### config.mk
export PLATFORM = sky130hd
export DESIGN_NAME = multicycle_control
export DESIGN_NICKNAME = d
export VERILOG_FILES = /design/src/rtl/multicycle_control.sv
export SDC_FILE = /design/constraint.sdc
export NUM_CORES = 1
export LEC_CHECK = 0
export CAP_MARGIN = 40
export CORE_MARGIN = 1
export CORE_UTILIZATION = 45
export CTS_BUF_LIST = sky130_fd_sc_hd__clkbuf_16
export DETAILED_ROUTE_END_ITERATION = 8
export PLACE_DENSITY = 0.79
export SYNTH_ARGS = -nofsm -noshare
export SYNTH_HDL_FRONTEND = slang
export SYNTH_SLANG_ARGS = --single-unit
### constraint.sdc
create_clock -name clk -period 4.23 [get_ports clk]
set_input_delay 0.6345 -clock clk [delete_from_list [all_inputs] [get_ports clk]]
set_output_delay 0.6345 -clock clk [all_outputs]
set_load 0.1 [all_outputs]
### src/rtl/multicycle_control.sv
// Multicycle instruction-sequencing controller: FETCH/DECODE/EXECUTE/MEM/WRITEBACK
// FSM driving datapath strobes and selects, plus a retired-instruction counter.
module multicycle_control (
   input  logic        clk,
   input  logic        rst_n,
   input  logic [6:0]  opcode,
   input  logic        zero,
   input  logic        memReady,
   output logic        pcWrite,
   output logic        irWrite,
   output logic        memRead,
   output logic        memWrite,
   output logic        iOrD,
   output logic        regWrite,
   output logic        memToReg,
   output logic        pcSource,
   output logic [1:0]  aluSrcA,
   output logic [1:0]  aluSrcB,
   output logic [1:0]  aluOp,
   output logic [2:0]  state,
   output logic        illegalInstr,
   output logic [31:0] instRetired
);

   // state     | meaning
   // FETCH     | read instruction at PC, PC+4 -> PC when memory completes
   // DECODE    | classify opcode, branch target oldPC+imm -> ALUOut
   // EXECUTE   | address calc, ALU op, or branch resolve
   // MEM       | data access at ALUOut, held until memReady
   // WRITEBACK | register file write from ALU or memory
   typedef enum logic [2:0] {
      FETCH     = 3'd0,
      DECODE    = 3'd1,
      EXECUTE   = 3'd2,
      MEM       = 3'd3,
      WRITEBACK = 3'd4
   } stateT;

   localparam logic [6:0] OP_LOAD   = 7'b0000011;
   localparam logic [6:0] OP_STORE  = 7'b0100011;
   localparam logic [6:0] OP_BRANCH = 7'b1100011;
   localparam logic [6:0] OP_OPIMM  = 7'b0010011;
   localparam logic [6:0] OP_OP     = 7'b0110011;

   stateT       curState;
   stateT       nextState;
   logic        retire;
   logic [31:0] retireCount;
   logic        isLoad;
   logic        isStore;
   logic        isBranch;
   logic        isOpImm;
   logic        isOp;

   assign isLoad   = (opcode == OP_LOAD);
   assign isStore  = (opcode == OP_STORE);
   assign isBranch = (opcode == OP_BRANCH);
   assign isOpImm  = (opcode == OP_OPIMM);
   assign isOp     = (opcode == OP_OP);

   always_ff @(posedge clk) begin
      if (!rst_n) begin
         curState <= FETCH;
      end else begin
         curState <= nextState;
      end
   end

   always_ff @(posedge clk) begin
      if (!rst_n) begin
         retireCount <= '0;
      end else if (retire) begin
         retireCount <= retireCount + 32'd1;
      end
   end

   always_comb begin
      nextState    = FETCH;
      retire       = 1'b0;
      pcWrite      = 1'b0;
      irWrite      = 1'b0;
      memRead      = 1'b0;
      memWrite     = 1'b0;
      iOrD         = 1'b0;
      regWrite     = 1'b0;
      memToReg     = 1'b0;
      pcSource     = 1'b0;
      aluSrcA      = 2'b00;
      aluSrcB      = 2'b00;
      aluOp        = 2'b00;
      illegalInstr = 1'b0;

      case (curState)
         FETCH: begin
            memRead = 1'b1;
            aluSrcB = 2'b01;
            if (memReady) begin
               irWrite   = 1'b1;
               pcWrite   = 1'b1;
               nextState = DECODE;
            end else begin
               nextState = FETCH;
            end
         end
         DECODE: begin
            aluSrcA = 2'b10;
            aluSrcB = 2'b10;
            if (isLoad || isStore || isBranch || isOpImm || isOp) begin
               nextState = EXECUTE;
            end else begin
               illegalInstr = 1'b1;
            end
         end
         EXECUTE: begin
            aluSrcA = 2'b01;
            if (isLoad || isStore) begin
               aluSrcB   = 2'b10;
               nextState = MEM;
            end else if (isOpImm) begin
               aluSrcB   = 2'b10;
               aluOp     = 2'b10;
               nextState = WRITEBACK;
            end else if (isOp) begin
               aluOp     = 2'b10;
               nextState = WRITEBACK;
            end else if (isBranch) begin
               aluOp    = 2'b01;
               pcSource = 1'b1;
               pcWrite  = zero;
               retire   = 1'b1;
            end
         end
         MEM: begin
            iOrD     = 1'b1;
            memRead  = isLoad;
            memWrite = isStore;
            if (!memReady && (isLoad || isStore)) begin
               nextState = MEM;
            end else if (isLoad) begin
               nextState = WRITEBACK;
            end else if (isStore) begin
               retire = 1'b1;
            end
         end
         WRITEBACK: begin
            regWrite = 1'b1;
            memToReg = isLoad;
            retire   = 1'b1;
         end
         default: nextState = FETCH;
      endcase

      // reset wins over everything the state would otherwise drive
      if (!rst_n) begin
         retire       = 1'b0;
         pcWrite      = 1'b0;
         irWrite      = 1'b0;
         memRead      = 1'b0;
         memWrite     = 1'b0;
         iOrD         = 1'b0;
         regWrite     = 1'b0;
         memToReg     = 1'b0;
         pcSource     = 1'b0;
         aluSrcA      = 2'b00;
         aluSrcB      = 2'b00;
         aluOp        = 2'b00;
         illegalInstr = 1'b0;
      end
   end

   assign state       = curState;
   assign instRetired = retireCount;

endmodule

== Yosys cells after proc, flatten, opt, wreduce, memory -nomap -nowiden ==
Cells that the tools add are included.

* Flip-flop bits (word level): 35
* Input bits: 11
* Output and inout port bits: 50
* Logic and storage cells: 72

* $add $sub $neg: 1
* Equal/unequal tests: 9
* Multiplexer cells: 53
* Reduce and logical (&&, ||, !) cells: 7

{| class="wikitable"
|+ Operators with widths
! operator !! number
|-
| $add A32 B1 Y32 const B || 1
|-
| $mux W1 || 32
|-
| $mux W2 || 10
|-
| $mux W3 || 5
|-
| $eq A7 B6 Y1 const B || 2
|-
| $pmux W3 S4 || 1
|-
| $eq A7 B2 Y1 const B || 1
|-
| $eq A7 B5 Y1 const B || 1
|-
| $eq A7 B7 Y1 const B || 1
|-
| $eq A3 B2 Y1 const B || 2
|-
| $pmux W2 S3 || 1
|-
| $logic_or A1 B1 Y1 || 4
|-
| $pmux W1 S2 || 2
|-
| $pmux W2 S2 || 1
|-
| $eq A3 B1 Y1 const B || 1
|-
| $eq A3 B3 Y1 const B || 1
|-
| $logic_not A3 Y1 || 1
|-
| $pmux W1 S3 || 1
|-
| $logic_and A1 B1 Y1 || 1
|-
| $logic_not A1 Y1 || 1
|}

== Depth between registers and ports, before layout ==
* Depth after elaboration: 8
* Gate-level depth with buffers: 7
* Depth with buffers taken out: 5

== Least setup slack after synthesis ==
No wires, ideal clock.

* Path kind: reg2out
* Start: register curState[0], in the netlist state[0]
* End: output memWrite
* Data arrival time: 4.197 ns
* Required time: 3.595 ns
* Slack: -0.602 ns
* Cell stages (with the launch flop): 4
* Buffers on the path: 1
* Cells stage by stage: dfxtp_1 -> buf_2 -> nand2_1 -> nor4_1

* Cells in the longest elaborated chain, start to end: 3

{| class="wikitable"
|+ RTL lines
! element !! line !! RTL
|-
| from (decl) || 45 || <nowiki>stateT curState;</nowiki>
|-
| from (signal assigned) || 65 || <nowiki>curState <= nextState;</nowiki>
|-
| $eq A3 B2 Y1 || 93 || <nowiki>case (curState)</nowiki>
|-
| $mux W1 || 93 ||
|-
| $mux W1 || 154 || <nowiki>if (!rst_n) begin</nowiki>
|-
| to (decl) || 12 || <nowiki>output logic memWrite,</nowiki>
|}

No other way between the ends.

== Final worst setup path ==
* Start: input opcode[2]
* End: output pcWrite

* Cells in the longest elaborated chain, start to end: 7
* Elaborated cells on any way between the ends: 12
* Those cells by class: eq/ne (5); mux (6); reduce/logical (1)

{| class="wikitable"
|+ RTL lines
! element !! line !! RTL
|-
| from (decl) || 6 || <nowiki>input logic [6:0] opcode,</nowiki>
|-
| $eq A7 B7 Y1 || 57 || <nowiki>assign isBranch = (opcode == OP_BRANCH);</nowiki>
|-
| $mux W1 || 126 || <nowiki>end else if (isBranch) begin</nowiki>
|-
| $mux W1 || 123 || <nowiki>end else if (isOp) begin</nowiki>
|-
| $mux W1 || 119 || <nowiki>end else if (isOpImm) begin</nowiki>
|-
| $mux W1 (*) || 116 || <nowiki>if (isLoad || isStore) begin</nowiki>
|-
| $pmux W1 S2 (*) || 93 ||
|-
| $mux W1 (*) || 154 ||
|-
| to (decl) || 9 || <nowiki>output logic pcWrite,</nowiki>
|}

Every way passes the cells marked *; elsewhere a longest branch is shown, timed or not.

==> results by group <==
Status
  • Outcome: completed

Clock tree
  • Hold-fix buffers at CTS: 0
  • Clock slew at reported path FFs: 50 ps
  • Post-CTS Resized: 0
  • CTS buffer count: 5
  • CTS Buffer Depth: 2
  • Post CTS Setup Buffer Count: 0
  • Root Buffer: clkbuf_16
  • Clock Latency Late Sink: 270 ps
  • CTS tree: yes
  • Total clock sinks: 35
  • Htree depth: 2

STA
  • Relative slew slack: 54.4%
  • Slew @ Worst Pin: 667 ps
  • RSZ-0062 raised after global routing: no
  • Period utilization: 73.4%
  • Max-slew violations: 0
  • Setup Viol. Count Final: 0
  • Endpoints failing hold: 0
  • Setup_tns: 0 ps
  • Post-Route Skew: 3.82 ps
  • Post-layout min period: 3100 ps
  • Hold Slack: 492 ps
  • Max Fclk: 322 MHz

Pwr
  • Peak VDD IR: 269 uV
  • Pwr/cell area: 235 nW/um^2
  • Pleak: 0.00112 uW

Yosys
  • Yosys warns: 0
  • Ys async rst share: 0%
  • Synth Instances: 231
  • EDFF count, synth: 0
  • Syn Nets: 243
  • Number of distinct library cells after synthesis: 39
  • Ys flop type: dfxtp_1
  • Seq/Total Area, Yosys: 37.8%
  • Synth Cell Area: 1850 um^2
  • Syn_area_per_cell: 8.02 um^2
  • #FFs+latches synth: 35

Setup path
  • Cell chain of the critical path: clkdlybuf4s50_1, and4bb_2, nand3_1, nor4b_1, a21oi_1, nor3_2, buf_4
  • Critical Path RT: 3600 ps
  • Crit. End Element: output port
  • CP Buf/Inv Count: 2
  • Data arrival, critical path: 2470 ps
  • Crit start category: input pin
  • Worst path max stage delay: 390 ps
  • Reg2Reg Launch Point: state[1]
  • R2R depth: 5
  • Crit path kind: in2out
  • Crit path max-delay family: simple AND/OR/NAND/NOR gates
  • CP max FO: 3
  • Setup crit start: opcode[2]
  • CP max-delay cell: clkdlybuf4s50_1
  • Levels on crit path: 7

Global route
  • Initial antenna violation count: 0
  • M3 GR Usage: 4.31%
  • Met2 Resource Use GR: 46.3%
  • Vias in the first global route: 1983
  • Global-route wire length before repair: 9130 um
  • GRT Overall Usage: 26.9%
  • Met1 global-route usage: 34.6%
  • Largest net degree at the start of global routing: 32
  • GR peak layer: met2
  • Grt ovf: 0

Finish
  • Commonest non-fill, non-tap cell in the layout: clkdlybuf4s50_1
  • Post-Route Utilization: 82.6%
  • Area growth, synth to finish: 69.3%
  • Final instance area: 3140 um^2
  • NumNets Final: 337
  • Layout cell share with drive strength beyond 1: 20.4%
  • Most frequent cells in the layout: clkdlybuf4s50_1, dfxtp_1, buf_8
  • Ant diodes: 0
  • # fillers: 239

Floorplan
  • DIE WIDTH: 66.2 um
  • Chip Height: 66.2 um
  • Initial Util: 48.8%
  • Core ar.: 3800 um^2
  • I/O pin cnt: 61
  • Die ar.: 4380 um^2
  • Number of placement rows: 22

Drt
  • Vias per cell: 5.60
  • Drt drc: 0
  • Wirelength per Cell: 14.6 um
  • ANT nets after route: 0
  • DR iter-0 viols: 183
  • Via count: 2083
  • Final WL: 5430 um
  • First-pass DRT Iterations: 4

Min path
  • Worst min path class: reg2reg
  • WHS Path Cells: 2
  • Min-delay src: instRetired[31]

Place
  • PortBufs: 60
  • Placed Area: 3010 um^2
  • HPWL Detailed: 3940 um
  • Final Wtd Congestion: 0.906

Job
  • Max Cap Viol: 0
==> synth_stat cells, types with 7 or more instances <==
master | instances | share of area [%]
nand2_1 | 19 | 3.8
or3_1 | 11 | 3.7
dfxtp_1 | 35 | 38
nand3_1 | 10 | 2.7
nand4_1 | 8 | 2.7
inv_1 | 8 | 1.6
o21ai_0 | 11 | 3.0
xnor2_1 | 14 | 6.6
nand2b_1 | 7 | 2.4
a21oi_1 | 23 | 6.2
nor2_1 | 24 | 4.9
clkbuf_1 | 7 | 1.4
==> cell families (layout without fill, tap and decap cells) <==
kind of cell	after synthesis	after routing	share of synthesized area, %
adders and majority gates	1	1	0.675
xor gates and xnor gates	15	15	7.09
and+or+nand+nor	109	109	32.1
muxes	2	2	1.08
DFF	35	35	37.8
AOI/OAI and AO/OA	52	52	17.6
buffers and inverters	17	110	3.71
==> tightest hold or removal path, delay by kind of cell (launching register included) <==
family | cells | cell delay [ps]
DFF | 1 | 320
AOI/OAI and AO/OA | 2 | 130
==> path summary, 6_finish.rpt <==
path                                         to  slack (ps)
worst max-delay path                    pcWrite        1130
worst min-delay path            instRetired[31]         490
worst max register to register  instRetired[31]        1710
worst min register to register  instRetired[31]         490
==> through the flow <==
stage	worst slack (ps)	cells	power, uW
floorplan	186	231	387
global placement	1160	331	408
detailed placement	1090	366	410
CTS	1100	372	740
global route	991	372	757
finish	1130	372	739
==> layout make-up <==
type	instances	area, um^2	area share, %
Inverter	8	30.0	0.957
Clock inverter	1	3.75	0.120
Tap cell	48	60.1	1.91
Timing Repair Buffer	96	1110	35.3
Multi-Input combinational cell	179	1110	35.3
Clock buffer	5	125	3.99
Sequential cell	35	701	22.3
==> registers in the layout, indices dropped and copies added (netlist names) <==
register     cells
state            3
instRetired     32
==> routing by layer <==
metal	vias to the layer above	share of wire, %
li1	1025	-
met1	998	45
met2	54	51
met3	6	3.8
met4	0	0.98
met5	-	0
==> report_power, final <==
group          switching [uW]  total, uW  leakage [uW]  internal, uW
logic                    49.4       70.7      0.000776          21.3
registers                1.95        333      0.000282           331
clock network             126        335     0.0000669           209
Power figures use the tool's default switching activity.
